**config.mk**
```make
export PLATFORM = sky130hd
export DESIGN_NAME = ahb_store_master_flat
export DESIGN_NICKNAME = d
export VERILOG_FILES = /design/src/rtl/ahb_store_master_if.sv /design/src/rtl/ahb_store_master.sv /design/src/flat_wrapper.sv
export SDC_FILE = /design/constraint.sdc
export NUM_CORES = 1
export LEC_CHECK = 0
export ABC_AREA = 1
export BUFFER_PORTS_ARGS = -buffer_cell sky130_fd_sc_hd__buf_2
export CORE_MARGIN = 2
export CORE_UTILIZATION = 49
export CTS_CLUSTER_DIAMETER = 60
export CTS_CLUSTER_SIZE = 40
export DETAILED_ROUTE_END_ITERATION = 8
export PLACE_DENSITY = 0.79
export SLEW_MARGIN = 20
export SYNTH_ARGS = -nofsm -noshare
export SYNTH_HDL_FRONTEND = slang
export SYNTH_SLANG_ARGS = --single-unit
```
**constraint.sdc**
```tcl
create_clock -name hclk -period 3.1 [get_ports hclk]
set_input_delay 0.62 -clock hclk [delete_from_list [all_inputs] [get_ports hclk]]
set_output_delay 0.62 -clock hclk [all_outputs]
set_load 0.02 [all_outputs]
```
**src/rtl/ahb_store_master_if.sv**
```systemverilog
// -----------------------------------------------------------------------------
// ahb_store_master_if
//
// Bundles the core-side store request handshake and the AHB-Lite master
// signals used by ahb_store_master.
//
// Signal summary:
//   Core side : st_valid, st_addr[31:0], st_size[1:0], st_data[31:0]  (to block)
//               st_ready, st_done, st_err                             (from block)
//   AHB side  : haddr[31:0], htrans[1:0], hwrite, hsize[2:0],
//               hburst[2:0], hprot[3:0], hwdata[31:0]                 (from block)
//               hready, hresp                                         (to block)
//
// Modports:
//   master : the store master's view (drives st_ready/st_done/st_err and AHB)
//   slave  : the environment's view (core requester plus AHB slave)
// -----------------------------------------------------------------------------
interface ahb_store_master_if;

    // Core store request / completion
    logic        st_valid;
    logic        st_ready;
    logic [31:0] st_addr;
    logic [1:0]  st_size;
    logic [31:0] st_data;
    logic        st_done;
    logic        st_err;

    // AHB-Lite master signals
    logic [31:0] haddr;
    logic [1:0]  htrans;
    logic        hwrite;
    logic [2:0]  hsize;
    logic [2:0]  hburst;
    logic [3:0]  hprot;
    logic [31:0] hwdata;
    logic        hready;
    logic        hresp;

    modport master (
        input  st_valid, st_addr, st_size, st_data, hready, hresp,
        output st_ready, st_done, st_err,
        output haddr, htrans, hwrite, hsize, hburst, hprot, hwdata
    );

    modport slave (
        output st_valid, st_addr, st_size, st_data, hready, hresp,
        input  st_ready, st_done, st_err,
        input  haddr, htrans, hwrite, hsize, hburst, hprot, hwdata
    );

endinterface

```
**src/rtl/ahb_store_master.sv**
```systemverilog
// -----------------------------------------------------------------------------
// ahb_store_master
//
// Accepts one store request from the core's memory stage and performs a single
// AHB-Lite write transfer (SINGLE burst, NONSEQ). Store data is replicated onto
// all byte lanes according to the access size, wait states are honoured in both
// the address and data phases, and the two-cycle ERROR response is absorbed.
// Completion is reported with a one-cycle st_done (OKAY) or st_err (bus ERROR,
// misaligned address or illegal size) pulse. Only one transfer is ever in
// flight.
//
// Parameters:
//   ERR_ON_MISALIGN : 1 -> misaligned requests are rejected with st_err and
//                          never reach the bus
//                     0 -> the address is force-aligned and the write issued
//   HPROT_VAL       : constant driven on hprot
//
// Ports:
//   hclk : system clock
//   hrst : asynchronous, active-high reset
//   bus  : ahb_store_master_if.master (core handshake + AHB master signals)
//
// Timing (zero wait states): request accepted at edge 0, address phase in
// cycle 1, data phase in cycle 2, st_done/st_err pulse in cycle 3, st_ready
// high again in cycle 4. A rejected request pulses st_err in cycle 1.
// -----------------------------------------------------------------------------
module ahb_store_master #(
    parameter bit         ERR_ON_MISALIGN = 1'b1,
    parameter logic [3:0] HPROT_VAL       = 4'b0011
) (
    input logic                  hclk,
    input logic                  hrst,
    ahb_store_master_if.master   bus
);

    localparam logic [1:0] HTRANS_IDLE   = 2'b00;
    localparam logic [1:0] HTRANS_NONSEQ = 2'b10;
    localparam logic [2:0] HBURST_SINGLE = 3'b000;

    localparam logic [1:0] SIZE_BYTE = 2'd0;
    localparam logic [1:0] SIZE_HALF = 2'd1;
    localparam logic [1:0] SIZE_WORD = 2'd2;
    localparam logic [1:0] SIZE_ILL  = 2'd3;

    typedef enum logic [1:0] {
        S_IDLE = 2'd0,
        S_ADDR = 2'd1,
        S_DATA = 2'd2,
        S_RESP = 2'd3
    } state_t;

    // -------------------------------------------------------------------------
    // Helper functions
    // -------------------------------------------------------------------------

    // Replicate right-justified store data across every byte lane it could
    // occupy, so the slave picks the right lane from haddr/hsize alone.
    function automatic logic [31:0] steer_lanes(input logic [31:0] d,
                                                input logic [1:0]  sz);
        logic [31:0] r;
        case (sz)
            SIZE_BYTE: r = {4{d[7:0]}};
            SIZE_HALF: r = {2{d[15:0]}};
            default:   r = d;
        endcase
        return r;
    endfunction

    // Clear the low address bits that the access size does not allow.
    function automatic logic [31:0] align_addr(input logic [31:0] a,
                                               input logic [1:0]  sz);
        logic [31:0] r;
        case (sz)
            SIZE_BYTE: r = a;
            SIZE_HALF: r = {a[31:1], 1'b0};
            default:   r = {a[31:2], 2'b00};
        endcase
        return r;
    endfunction

    function automatic logic is_misaligned(input logic [31:0] a,
                                           input logic [1:0]  sz);
        return ((sz == SIZE_HALF) && a[0]) ||
               ((sz == SIZE_WORD) && (a[1:0] != 2'b00));
    endfunction

    // A request that must be answered with st_err without touching the bus.
    function automatic logic is_illegal(input logic [31:0] a,
                                        input logic [1:0]  sz);
        return (sz == SIZE_ILL) || (ERR_ON_MISALIGN && is_misaligned(a, sz));
    endfunction

    // -------------------------------------------------------------------------
    // State and registered outputs
    // -------------------------------------------------------------------------
    state_t      state,     state_n;
    logic [31:0] haddr_q,   haddr_n;
    logic [1:0]  htrans_q,  htrans_n;
    logic        hwrite_q,  hwrite_n;
    logic [2:0]  hsize_q,   hsize_n;
    logic [31:0] hwdata_q,  hwdata_n;
    logic        done_q,    done_n;
    logic        err_q,     err_n;

    // Lane-steered write data captured at request acceptance; only consumed
    // when the data phase starts, so it needs no reset.
    logic [31:0] wdata_q,   wdata_n;

    logic        accept;

    assign accept = bus.st_valid && (state == S_IDLE);

    // -------------------------------------------------------------------------
    // Next-state and next-output logic
    // -------------------------------------------------------------------------
    always_comb begin
        state_n  = state;
        haddr_n  = haddr_q;
        htrans_n = htrans_q;
        hwrite_n = hwrite_q;
        hsize_n  = hsize_q;
        hwdata_n = hwdata_q;
        wdata_n  = wdata_q;
        done_n   = 1'b0;
        err_n    = 1'b0;

        case (state)
            S_IDLE: begin
                if (accept) begin
                    wdata_n = steer_lanes(bus.st_data, bus.st_size);
                    if (is_illegal(bus.st_addr, bus.st_size)) begin
                        // Rejected: the bus outputs stay idle, only the
                        // error pulse is produced.
                        err_n   = 1'b1;
                        state_n = S_RESP;
                    end else begin
                        haddr_n  = align_addr(bus.st_addr, bus.st_size);
                        hsize_n  = {1'b0, bus.st_size};
                        htrans_n = HTRANS_NONSEQ;
                        hwrite_n = 1'b1;
                        state_n  = S_ADDR;
                    end
                end
            end

            S_ADDR: begin
                // Address-phase signals are simply held while hready is low.
                if (bus.hready) begin
                    htrans_n = HTRANS_IDLE;
                    hwrite_n = 1'b0;
                    hwdata_n = wdata_q;
                    state_n  = S_DATA;
                end
            end

            S_DATA: begin
                // hready low covers ordinary waits and the first cycle of an
                // ERROR response; the response is only taken with hready high.
                if (bus.hready) begin
                    done_n  = !bus.hresp;
                    err_n   = bus.hresp;
                    state_n = S_RESP;
                end
            end

            S_RESP: begin
                state_n = S_IDLE;
            end

            default: begin
                state_n = S_IDLE;
            end
        endcase
    end

    // -------------------------------------------------------------------------
    // State and output registers
    // -------------------------------------------------------------------------
    always_ff @(posedge hclk or posedge hrst) begin
        if (hrst) begin
            state    <= S_IDLE;
            haddr_q  <= '0;
            htrans_q <= HTRANS_IDLE;
            hwrite_q <= 1'b0;
            hsize_q  <= '0;
            hwdata_q <= '0;
            done_q   <= 1'b0;
            err_q    <= 1'b0;
        end else begin
            state    <= state_n;
            haddr_q  <= haddr_n;
            htrans_q <= htrans_n;
            hwrite_q <= hwrite_n;
            hsize_q  <= hsize_n;
            hwdata_q <= hwdata_n;
            done_q   <= done_n;
            err_q    <= err_n;
        end
    end

    always_ff @(posedge hclk) begin
        wdata_q <= wdata_n;
    end

    // -------------------------------------------------------------------------
    // Output drive
    // -------------------------------------------------------------------------
    // st_ready is combinational on hrst so it drops the moment reset asserts.
    assign bus.st_ready = (state == S_IDLE) && !hrst;
    assign bus.st_done  = done_q;
    assign bus.st_err   = err_q;

    assign bus.haddr    = haddr_q;
    assign bus.htrans   = htrans_q;
    assign bus.hwrite   = hwrite_q;
    assign bus.hsize    = hsize_q;
    assign bus.hwdata   = hwdata_q;
    assign bus.hburst   = HBURST_SINGLE;
    assign bus.hprot    = HPROT_VAL;

    // -------------------------------------------------------------------------
    // Protocol properties
    // -------------------------------------------------------------------------
    a_pulse_exclusive: assert property (@(posedge hclk) disable iff (hrst)
        !(done_q && err_q));

    a_pulse_in_resp: assert property (@(posedge hclk) disable iff (hrst)
        (done_q || err_q) |-> (state == S_RESP));

    a_addr_hold: assert property (@(posedge hclk) disable iff (hrst)
        (state == S_ADDR && !bus.hready) |=>
            ($stable(haddr_q) && $stable(hsize_q) && htrans_q == HTRANS_NONSEQ));

    a_wdata_hold: assert property (@(posedge hclk) disable iff (hrst)
        (state == S_DATA && !bus.hready) |=> $stable(hwdata_q));

endmodule

```
**src/flat_wrapper.sv**
```systemverilog
// flat-port wrapper written by rule: the top's interface ports become plain ports
module ahb_store_master_flat 
#(
    parameter bit         ERR_ON_MISALIGN = 1'b1,
    parameter logic [3:0] HPROT_VAL       = 4'b0011
)
  (hclk, hrst, bus_st_valid, bus_st_addr, bus_st_size, bus_st_data, bus_hready, bus_hresp, bus_st_ready, bus_st_done, bus_st_err, bus_haddr, bus_htrans, bus_hwrite, bus_hsize, bus_hburst, bus_hprot, bus_hwdata);
  ahb_store_master_if bus_i ();
  input logic hclk;
  input logic hrst;
  input wire logic [$bits(bus_i.st_valid)-1:0] bus_st_valid;
  input wire logic [$bits(bus_i.st_addr)-1:0] bus_st_addr;
  input wire logic [$bits(bus_i.st_size)-1:0] bus_st_size;
  input wire logic [$bits(bus_i.st_data)-1:0] bus_st_data;
  input wire logic [$bits(bus_i.hready)-1:0] bus_hready;
  input wire logic [$bits(bus_i.hresp)-1:0] bus_hresp;
  output wire logic [$bits(bus_i.st_ready)-1:0] bus_st_ready;
  output wire logic [$bits(bus_i.st_done)-1:0] bus_st_done;
  output wire logic [$bits(bus_i.st_err)-1:0] bus_st_err;
  output wire logic [$bits(bus_i.haddr)-1:0] bus_haddr;
  output wire logic [$bits(bus_i.htrans)-1:0] bus_htrans;
  output wire logic [$bits(bus_i.hwrite)-1:0] bus_hwrite;
  output wire logic [$bits(bus_i.hsize)-1:0] bus_hsize;
  output wire logic [$bits(bus_i.hburst)-1:0] bus_hburst;
  output wire logic [$bits(bus_i.hprot)-1:0] bus_hprot;
  output wire logic [$bits(bus_i.hwdata)-1:0] bus_hwdata;
  assign bus_i.st_valid = bus_st_valid;
  assign bus_i.st_addr = bus_st_addr;
  assign bus_i.st_size = bus_st_size;
  assign bus_i.st_data = bus_st_data;
  assign bus_i.hready = bus_hready;
  assign bus_i.hresp = bus_hresp;
  assign bus_st_ready = bus_i.st_ready;
  assign bus_st_done = bus_i.st_done;
  assign bus_st_err = bus_i.st_err;
  assign bus_haddr = bus_i.haddr;
  assign bus_htrans = bus_i.htrans;
  assign bus_hwrite = bus_i.hwrite;
  assign bus_hsize = bus_i.hsize;
  assign bus_hburst = bus_i.hburst;
  assign bus_hprot = bus_i.hprot;
  assign bus_hwdata = bus_i.hwdata;
  ahb_store_master #(.ERR_ON_MISALIGN(ERR_ON_MISALIGN), .HPROT_VAL(HPROT_VAL)) u_core (.hclk(hclk), .hrst(hrst), .bus(bus_i));
endmodule
```
==> results.sh <==
export IMPL_grt_max_degree=39
export IMPL_drv_slew=0
export IMPL_grtUsageTotal_pct=19.9
export IMPL_ctsResizeCount=0
export IMPL_grt_pass1_wl_um=15000
export IMPL_clk_pin_slew_ns=0.10
export IMPL_die_area_um2=9410
export IMPL_fin_nets=586
export IMPL_synth_most_common_cell="nand2_1"
export IMPL_io_pins=151
export IMPL_grt_setup_unrepaired="false"
export IMPL_hold_viol=0
export IMPL_slowest_stage="dfrtp_1"
export IMPL_yosysSeqAreaShare_pct=64.6
export IMPL_whs_ns=0.398
export IMPL_clk_insertion_delay_late_ns=0.36
export IMPL_cts_tree="yes"
export IMPL_cts_root_buffer="clkbuf_8"
export IMPL_antenna_cells=0
export IMPL_yosys_most_used_dff="dfrtp_1"
export IMPL_place_congestion=0.781
export IMPL_ctsHoldBuffers=0
export IMPL_crit_type="flop to output port"
export IMPL_power_density_nw_per_um2=964
export IMPL_fill_cells=688
export IMPL_synth_cell_types=24
export IMPL_initial_core_util_pct=51.0
export IMPL_cp_data_arrival_time_ns=1.52
export IMPL_period_needed_ns=2.14
export IMPL_port_buffers=141
export IMPL_p_leak_nw=2.59
export IMPL_stdcell_area_um2=5150
export IMPL_crit_chain="inv_1 -> ha_1 -> inv_1 -> nor2_1 -> buf_2"
export IMPL_ys_async_sr_fraction_pct=68.9
export IMPL_path_buf_inv=3
export IMPL_end_kind="output port"
export IMPL_drive_above_1_share_pct=38.3
export IMPL_std_cell_rows=33
export IMPL_crit_fanout=7
export IMPL_antenna_found_initial=0
export IMPL_synth_area_um2=4240
export IMPL_reg2reg_from="u_core.state[1]$_DFFE_PP0P_"
export IMPL_post_dp_hpwl_um=6520
export IMPL_synthCells=376
export IMPL_numCtsBuffers=9
export IMPL_cts_sinks=103
export IMPL_synth_edf_count=32
export IMPL_min_path_type="input pin to asynchronous set/reset pin"
export IMPL_yosysTopAreaCellShare_pct=41.9
export IMPL_avgSynthCellArea_um2=11.3
export IMPL_coreArea_um2=8300
export IMPL_dr_first_iter_drc_count=106
export IMPL_die_y_um=97.0
export IMPL_first_pass_iters=4
export IMPL_synthTopCellsByCount="nand2_1, dfrtp_1, o21ai_0"
export IMPL_drv_cap=0
export IMPL_critPathTopFamily="flip-flops"
export IMPL_drtAntennaViolNets=0
export IMPL_placed_area_um2=4970
export IMPL_ir_worst_vdd_v=0.000486
export IMPL_cpMostUsedCell="inv_1"
export IMPL_setup_viol=0
export IMPL_chipWidth_um=97.0
export IMPL_tightest_slew_ns=0.744
export IMPL_viasPerCell=4.96
export IMPL_synth_seq_cells=103
export IMPL_postCtsSetupBuffers=0
export IMPL_wl_um=9220
export IMPL_cp_start_kind="flop"
export IMPL_vias=3087
export IMPL_drc=0
export IMPL_tns_ns=0
export IMPL_fin_worst_skew_ns=0.0120
export IMPL_synthToLayoutAreaGrowth_pct=21.5
export IMPL_grt_pass1_vias=3097
export IMPL_slew_headroom_pct=50.4
export IMPL_htreeDepth=3
export IMPL_rr_worst_depth=5
export IMPL_synth_largest_area_cell="dfrtp_1"
export IMPL_grt_overflow=0
export IMPL_worstReg2RegEnd="u_core.wdata_q[17]$_DFFE_PP_"
export IMPL_post_route_period_util_pct=69.2
export IMPL_crit_path_max_incr_delay_ns=0.40
export IMPL_ys_top_cells_by_area="dfrtp_1, edfxtp_1, nand2_1"
export IMPL_crit_required_ns=2.48
export IMPL_ys_warnings_count=0
export IMPL_wl_per_cell_um=14.8
export IMPL_rrSetupSlack_ns=1.10
export IMPL_clockBufferDepth=2
export IMPL_max_freq_mhz=466
export IMPL_status="finished, final reports clean"
## where the power goes
group          switching, mW  internal [mW]
sequential             0.247           1.96
clock                  0.464          0.302
combinational           1.28          0.715
total                   1.99           2.98
## worst reg2reg max path, delay by kind of cell (launching register included)
family	cells	cell delay, ns
adder cells (fa/ha/maj)	1	0.32
flip-flops	1	0.40
AND/OR/NAND/NOR	1	0.28
buffers and inverters	3	0.63
## placed cells by master, fill, tap and decap left out, drive strengths merged
cell type  count
buf          144
nand2        124
dfrtp         71
o21ai         45
mux2          32
edfxtp        32
inv           21
conb           9
clkbuf         9
nor2           9
o211ai         7
nand3          5
ha             3
nand4          2
clkinv         2
a21boi         1
clkinvlp       1
## worst max-delay path by stage
| stage | end | slack (ns) | from | cells after the start |
|---|---|---|---|---|
| CTS | bus_st_ready | 0.96 | u_core.state[1]$_DFFE_PP0P_ | 5 |
| detailed placement | u_core.wdata_q[29]$_DFFE_PP_ | 0.97 | bus_st_size[1] | 4 |
| floorplan | u_core.bus.haddr[0]$_DFFE_PP0P_ | 0.68 | hrst | 1 |
| global placement | u_core.wdata_q[29]$_DFFE_PP_ | 0.98 | bus_st_size[1] | 4 |
| finish | bus_st_ready | 0.96 | u_core.state[1]$_DFFE_PP0P_ | 5 |
| global route | bus_st_ready | 0.85 | u_core.state[1]$_DFFE_PP0P_ | 5 |
## cell families after synthesis
family	Yosys count	synth area share [%]
other	2	0.177
AND/OR/NAND/NOR	140	13.5
AO/OA/AOI/OAI	53	6.91
adder cells (fa/ha/maj)	3	0.886
buffers and inverters	43	5.43
flip-flops	103	64.6
multiplexers	32	8.51
## per-stage QoR
step	setup WS, ns	std cells	power (mW)	utilization (%)
3_3_place_gp	0.978	606	4.16	59.9
6_report	0.956	622	4.96	62.0
3_5_place_dp	0.974	606	4.25	59.9
5_1_grt	0.848	622	5.27	62.0
4_1_cts	0.960	622	5.01	62.0
2_1_floorplan	0.683	383	3.52	-
## layer usage
| metal | global-route usage [%] | vias up | routed length (um) |
|---|---|---|---|
| met2 | 34.3 | 88 | 4760 |
| met1 | 25.2 | 1485 | 3890 |
| met3 | 3.25 | 12 | 412 |
| met5 | 0 | - | 0 |
| li1 | - | 1502 | - |
| met4 | 7.48 | 0 | 163 |
## area by class of cell
type	count	area [um^2]	share of cell area, %
clock buffer	9	124	2.41
inverter	17	63.8	1.24
tap	105	131	2.55
clock inverter	7	53.8	1.05
timing repair buffer	144	741	14.4
sequential	103	2740	53.2
multi-input combinational	237	1290	25.2
## state kept, by name (all words and copies together) (netlist names)
register,cells
u_core.bus.haddr,32
u_core.bus.hsize,2
u_core.bus.htrans,1
u_core.bus.hwdata,32
u_core.bus.st_done,1
u_core.bus.st_err,1
u_core.state,2
u_core.wdata_q,32
(Power assumes the default switching activity.)
